==> src/rtl/glyph_blitter_pkg.sv <==
// Shared definitions for the glyph blitter: glyph codes, walker states and the 5x5 font bitmap.
// Each glyph is packed with row 0 (top) in the most significant five bits and MSB = leftmost column.
package glyph_blitter_pkg;

  localparam int FONT_W = 5;
  localparam int FONT_H = 5;

  localparam logic [4:0] GL_PLUS  = 5'd10;
  localparam logic [4:0] GL_MINUS = 5'd11;
  localparam logic [4:0] GL_MUL   = 5'd12;
  localparam logic [4:0] GL_DIV   = 5'd13;
  localparam logic [4:0] GL_EQ    = 5'd14;
  localparam logic [4:0] GL_BLANK = 5'd15;

  typedef enum logic [1:0] {
    IDLE = 2'd0,
    RUN  = 2'd1,
    DONE = 2'd2
  } state_t;

  function automatic logic [FONT_W*FONT_H-1:0] font_glyph(input logic [4:0] code);
    case (code)
      5'd0:     font_glyph = {5'b11111, 5'b10001, 5'b10001, 5'b10001, 5'b11111};
      5'd1:     font_glyph = {5'b00100, 5'b01100, 5'b00100, 5'b00100, 5'b01110};
      5'd2:     font_glyph = {5'b11111, 5'b00001, 5'b11111, 5'b10000, 5'b11111};
      5'd3:     font_glyph = {5'b11111, 5'b00001, 5'b01111, 5'b00001, 5'b11111};
      5'd4:     font_glyph = {5'b10001, 5'b10001, 5'b11111, 5'b00001, 5'b00001};
      5'd5:     font_glyph = {5'b11111, 5'b10000, 5'b11111, 5'b00001, 5'b11111};
      5'd6:     font_glyph = {5'b11111, 5'b10000, 5'b11111, 5'b10001, 5'b11111};
      5'd7:     font_glyph = {5'b11111, 5'b00001, 5'b00010, 5'b00100, 5'b00100};
      5'd8:     font_glyph = {5'b11111, 5'b10001, 5'b11111, 5'b10001, 5'b11111};
      5'd9:     font_glyph = {5'b11111, 5'b10001, 5'b11111, 5'b00001, 5'b11111};
      GL_PLUS:  font_glyph = {5'b00100, 5'b00100, 5'b11111, 5'b00100, 5'b00100};
      GL_MINUS: font_glyph = {5'b00000, 5'b00000, 5'b11111, 5'b00000, 5'b00000};
      GL_MUL:   font_glyph = {5'b10101, 5'b01110, 5'b11111, 5'b01110, 5'b10101};
      GL_DIV:   font_glyph = {5'b00001, 5'b00010, 5'b00100, 5'b01000, 5'b10000};
      GL_EQ:    font_glyph = {5'b00000, 5'b11111, 5'b00000, 5'b11111, 5'b00000};
      default:  font_glyph = '0;
    endcase
  endfunction

  function automatic logic [FONT_W-1:0] font_row(input logic [4:0] code, input logic [7:0] row);
    logic [FONT_W*FONT_H-1:0] bitmap;
    bitmap   = font_glyph(code);
    font_row = '0;
    for (int r = 0; r < FONT_H; r++) begin
      if (row == 8'(r)) font_row = bitmap[(FONT_H-1-r)*FONT_W +: FONT_W];
    end
  endfunction

endpackage

==> src/rtl/glyph_font_rom.sv <==
// Combinational font ROM: (glyph code, font row) -> one row of pixel bits, MSB = leftmost column.
// Rows at or beyond GLYPH_H read as zero.
module glyph_font_rom
  import glyph_blitter_pkg::*;
#(
  parameter int GLYPH_W = 5,
  parameter int GLYPH_H = 5,
  parameter int ROW_W   = 3
) (
  input  logic [4:0]         glyph_code,
  input  logic [ROW_W-1:0]   row,
  output logic [GLYPH_W-1:0] row_bits
);

  always_comb begin
    row_bits = '0;
    if (int'(row) < GLYPH_H) row_bits = GLYPH_W'(font_row(glyph_code, 8'(row)));
  end

endmodule

==> src/rtl/glyph_blitter.sv <==
// Scaling glyph walker: latches a glyph code and scale on start, then streams the magnified
// glyph raster (x, y, on) left-to-right, top-to-bottom under a valid/ready handshake.
//
// state | meaning
// IDLE  | waiting for start; outputs quiet
// RUN   | presenting pixels, advancing on each accepted pixel
// DONE  | one-cycle done pulse after the last pixel was accepted
module glyph_blitter
  import glyph_blitter_pkg::*;
#(
  parameter int GLYPH_W = 5,
  parameter int GLYPH_H = 5,
  parameter int SCALE_W = 2
) (
  input  logic               clk,
  input  logic               reset,
  input  logic               start,
  input  logic [4:0]         glyph_code,
  input  logic [SCALE_W-1:0] scale,
  output logic               busy,
  output logic               pix_valid,
  input  logic               pix_ready,
  output logic [7:0]         pix_x,
  output logic [7:0]         pix_y,
  output logic               pix_on,
  output logic               done
);

  localparam int COL_W = (GLYPH_W > 1) ? $clog2(GLYPH_W) : 1;
  localparam int ROW_W = (GLYPH_H > 1) ? $clog2(GLYPH_H) : 1;
  localparam logic [COL_W-1:0] COL_LAST = COL_W'(GLYPH_W - 1);
  localparam logic [ROW_W-1:0] ROW_LAST = ROW_W'(GLYPH_H - 1);

  state_t             state_q, state_d;
  logic [4:0]         code_q;
  logic [SCALE_W-1:0] scale_q;
  logic [SCALE_W-1:0] sub_x_q, sub_y_q;
  logic [COL_W-1:0]   col_q;
  logic [ROW_W-1:0]   row_q;
  logic [7:0]         pix_x_q, pix_y_q;
  logic [GLYPH_W-1:0] row_bits;
  logic               accept, x_wrap, col_wrap, y_wrap, row_wrap, last_pix;

  assign accept   = (state_q == RUN) && pix_ready;
  assign x_wrap   = (sub_x_q == scale_q);
  assign col_wrap = x_wrap && (col_q == COL_LAST);
  assign y_wrap   = (sub_y_q == scale_q);
  assign row_wrap = y_wrap && (row_q == ROW_LAST);
  assign last_pix = col_wrap && row_wrap;

  glyph_font_rom #(
    .GLYPH_W (GLYPH_W),
    .GLYPH_H (GLYPH_H),
    .ROW_W   (ROW_W)
  ) u_font_rom (
    .glyph_code (code_q),
    .row        (row_q),
    .row_bits   (row_bits)
  );

  assign pix_x  = pix_x_q;
  assign pix_y  = pix_y_q;
  // Gated so the idle value is 0 rather than whatever glyph 0 holds at (0,0).
  assign pix_on = (state_q == RUN) && row_bits[COL_LAST - col_q];

  always_comb begin
    state_d   = state_q;
    busy      = 1'b0;
    pix_valid = 1'b0;
    done      = 1'b0;
    case (state_q)
      IDLE: begin
        if (start) state_d = RUN;
      end
      RUN: begin
        busy      = 1'b1;
        pix_valid = 1'b1;
        if (pix_ready && last_pix) state_d = DONE;
      end
      DONE: begin
        busy    = 1'b1;
        done    = 1'b1;
        state_d = IDLE;
      end
      default: state_d = IDLE;
    endcase
  end

  always_ff @(posedge clk) begin
    if (reset) begin
      state_q <= IDLE;
      code_q  <= '0;
      scale_q <= '0;
      sub_x_q <= '0;
      sub_y_q <= '0;
      col_q   <= '0;
      row_q   <= '0;
      pix_x_q <= '0;
      pix_y_q <= '0;
    end else begin
      state_q <= state_d;
      if (state_q == IDLE && start) begin
        code_q  <= glyph_code;
        scale_q <= scale;
        sub_x_q <= '0;
        sub_y_q <= '0;
        col_q   <= '0;
        row_q   <= '0;
        pix_x_q <= '0;
        pix_y_q <= '0;
      end else if (accept) begin
        // pix_x/pix_y step by one per sub-pixel, so col*(s+1)+sub never needs a multiply.
        if (!x_wrap) begin
          sub_x_q <= sub_x_q + 1'b1;
          pix_x_q <= pix_x_q + 8'd1;
        end else if (!col_wrap) begin
          sub_x_q <= '0;
          col_q   <= col_q + 1'b1;
          pix_x_q <= pix_x_q + 8'd1;
        end else begin
          sub_x_q <= '0;
          col_q   <= '0;
          pix_x_q <= '0;
          if (!y_wrap) begin
            sub_y_q <= sub_y_q + 1'b1;
            pix_y_q <= pix_y_q + 8'd1;
          end else if (!row_wrap) begin
            sub_y_q <= '0;
            row_q   <= row_q + 1'b1;
            pix_y_q <= pix_y_q + 8'd1;
          end else begin
            sub_y_q <= '0;
            row_q   <= '0;
            pix_y_q <= '0;
          end
        end
      end
    end
  end

endmodule

==> config.mk <==
export PLATFORM = sky130hd
export DESIGN_NAME = glyph_blitter
export DESIGN_NICKNAME = d
export VERILOG_FILES = /design/src/rtl/glyph_blitter_pkg.sv /design/src/rtl/glyph_font_rom.sv /design/src/rtl/glyph_blitter.sv
export SDC_FILE = /design/constraint.sdc
export NUM_CORES = 1
export LEC_CHECK = 0
export BUFFER_PORTS_ARGS = -buffer_cell sky130_fd_sc_hd__buf_2
export CELL_PAD_IN_SITES_DETAIL_PLACEMENT = 1
export CELL_PAD_IN_SITES_GLOBAL_PLACEMENT = 2
export CORE_MARGIN = 1
export CORE_UTILIZATION = 34
export DETAILED_ROUTE_END_ITERATION = 10
export GPL_TIMING_DRIVEN = 0
export PLACE_DENSITY_LB_ADDON = 0.1
export SKIP_CTS_REPAIR_TIMING = 1
export SLEW_MARGIN = 20
export SYNTH_ARGS = -nofsm -noshare
export SYNTH_HDL_FRONTEND = slang
export SYNTH_HIERARCHICAL = 1
export SYNTH_SLANG_ARGS = --single-unit
==> constraint.sdc <==
create_clock -name clk -period 3.3 [get_ports clk]
set_input_delay 0.66 -clock clk [delete_from_list [all_inputs] [get_ports clk]]
set_output_delay 0.66 -clock clk [all_outputs]
set_load 0.05 [all_outputs]
==> results.json <==
{
  "fp.dieH_um": 88.4,
  "fp-row-count": 31,
  "crit_top_cell": "nand2b_1",
  "numPortBuffers": 29,
  "crit_path_start_kind": "register",
  "setup_violations": 0,
  "synth_warnings": 6,
  "min_to": "pix_y[7]",
  "grt_pass1_vias": 2263,
  "dp_cells": 431,
  "cts.reportedPaths.clkPinSlew_ns": 0.07,
  "num_antenna_cells": 0,
  "final_common_cell": "buf_2",
  "status": "completed",
  "num-nets-final": 376,
  "dp_hpwl_mm": 5.04,
  "cts-htree-levels": 2,
  "syn-cell-area_sq_um": 2540,
  "synth-edff-count": 0,
  "crit_chain": "clkinvlp_4 -> ha_4 -> nand2b_1 -> a21bo_2 -> a32oi_1 -> o32ai_1 -> mux4_2 -> nand2b_1 -> a21oi_2 -> buf_6",
  "dieArea_sq_um": 7810,
  "cp.required_ns": 2.64,
  "r2r_cells": 7,
  "yosysSeqAreaShare_pct": 27.6,
  "cts_tree": "built",
  "whs_path_depth": 2,
  "overflow": 0,
  "path_buf_inv": 2,
  "vdd_ir_drop_max_uv": 281,
  "crit_family": "compound AO/OA/AOI/OAI gates",
  "via_per_inst": 5.37,
  "finalCritPeriodShare_pct": 96.0,
  "grt_max_degree": 13,
  "worst_clock_skew_ns": 0.00506,
  "antenna_found_initial": 0,
  "start_util_pct": 35.2,
  "cpMaxStageDelayCell": "mux4_2",
  "grt_pass1_wl_mm": 11.1,
  "place.gp.congestion": 0.782,
  "postLayoutCellArea_sq_um": 3030,
  "power.leakage_nw": 1.19,
  "power_density_nw_per_um2": 489,
  "drt-initial-drc-count": 133,
  "grt.total_usage_pct": 18.1,
  "instances_no_fill": 446,
  "drt-pass1-iter-count": 4,
  "drt_wl_total_mm": 6.81,
  "ant_nets": 0,
  "cap_violations": 0,
  "syn_area_per_cell_sq_um": 8.37,
  "tritoncts.num_buffers": 5,
  "p_total_mw": 1.48,
  "clk_latency_ns": 0.28,
  "drive_gt1_share_pct": 25.4,
  "clockRootBuffer": "clkbuf_8",
  "io_pins": 31,
  "dieWidth_um": 88.4,
  "cpPeakStageDelay_ns": 0.45,
  "clock-sinks": 35,
  "hp-start": "pix_y[7]",
  "synth_cells": 303,
  "worst_hold_slack_ns": 0.485,
  "min_period_ns": 3.17,
  "hold_violations": 0,
  "worstReg2RegEnd": "pix_y[3]",
  "worstSetupEndpointType": "output port",
  "synth.distinct_cells": 63,
  "area_growth_pct": 19.2,
  "hp-class": "register to register",
  "core_area_sq_um": 7210,
  "synthFlopType": "dfxtp_1",
  "relSlewSlack_pct": 58.3,
  "slew_violations": 0,
  "fmax_mhz": 316,
  "wl_per_cell_um": 15.3,
  "final_cell_mix": "buf_2 (33), dfxtp_1 (32), nand2_1 (29)",
  "synth_seq_cells": 35,
  "cts.path.max_buffers": 2,
  "placed_area_sq_um": 2810,
  "rrSetupSlack_ns": 1.05,
  "setup_tns_ns": 0,
  "r2r-start": "state_q[1]",
  "synth_nets": 333,
  "tightest_slew_ns": 0.622,
  "vias": 2393,
  "drc": 0,
  "synth-async-reset-ratio_pct": 0,
  "crit_arrival_ns": 2.51,
  "crit_type": "register to output port",
  "critical_path.max_fanout": 7
}
[worst max path at each step]
stage              start     end  slack [ns]  cells past startpoint
6_report       code_q[0]  pix_on        0.13                     10
5_1_grt        code_q[0]  pix_on      -0.009                     10
4_1_cts        code_q[1]  pix_on       -0.42                     10
3_5_place_dp   code_q[1]  pix_on       -0.09                     10
3_3_place_gp   code_q[1]  pix_on       -0.07                     10
2_1_floorplan  code_q[1]  pix_on        0.23                      9
[registers in the layout (all words and copies together) (netlist names)]
signal   flops
row_q        3
pix_y        8
pix_x        8
state_q      2
col_q        3
sub_x_q      2
code_q       5
sub_y_q      2
scale_q      2
[cells by family after synthesis]
group | count (synthesis) | synth area share [%]
simple gates | 125 | 26.9
mux | 5 | 2.96
buf+inv | 31 | 6.80
flops | 35 | 27.6
fa+ha+maj | 19 | 9.37
xor+xnor | 18 | 6.80
compound gates | 70 | 19.5
[Yosys cell counts (all sizes together), types with 10 or more instances]
library cell	n	area share (%)
ha	19	9.4
a21oi	23	4.5
nand2b	13	3.2
xor2	11	3.8
nand4	10	2.5
buf	12	3.8
nor2	20	3.0
inv	14	2.1
nand2	30	4.7
o21ai	10	2.0
nand3	17	4.0
dfxtp	35	28
[metal layers]
layer  vias up  global-route usage, %  share of wire [%]
li1       1185                      -                  -
met1      1175                   25.9                 51
met2        29                   29.1                 46
met3         4                   2.89                1.9
met4         0                   2.93               0.66
met5         -                      0                  0
[cell type report]
| cell class | instances | area, sq um |
|---|---|---|
| plain buffers | 17 | 116 |
| clock buffers | 6 | 72.6 |
| clock inverters | 2 | 12.5 |
| fillers | 907 | 4190 |
| inverters | 14 | 58.8 |
| multi-input cells | 237 | 1730 |
| flip-flops and latches | 35 | 709 |
| well taps | 99 | 124 |
| repair buffers | 36 | 204 |
[stage by stage]
step / worst slack, ns / util [%]
finish: 0.134 / 41.9
global route: -0.00861 / 41.9
CTS: -0.416 / 40.1
detailed placement: -0.0915 / 39.0
global placement: -0.0685 / 39.0
floorplan: 0.233 / -
[worst reg2reg max path, delay by kind of cell, from the launching register on]
| kind | cells | cell delay (ns) |
|---|---|---|
| AO/OA/AOI/OAI | 1 | 0.62 |
| AND/OR/NAND/NOR | 3 | 0.48 |
| adder cells (fa/ha/maj) | 1 | 0.35 |
| buffers and inverters | 2 | 0.34 |
| flip-flops | 1 | 0.33 |
[report_power, final]
group / internal, mW / total, mW / switching (mW)
Sequential: 0.453 / 0.497 / 0.0441
Combinational: 0.259 / 0.678 / 0.418
Clock: 0.148 / 0.305 / 0.157
Total: 0.860 / 1.48 / 0.620
(Power assumes the default switching activity.)
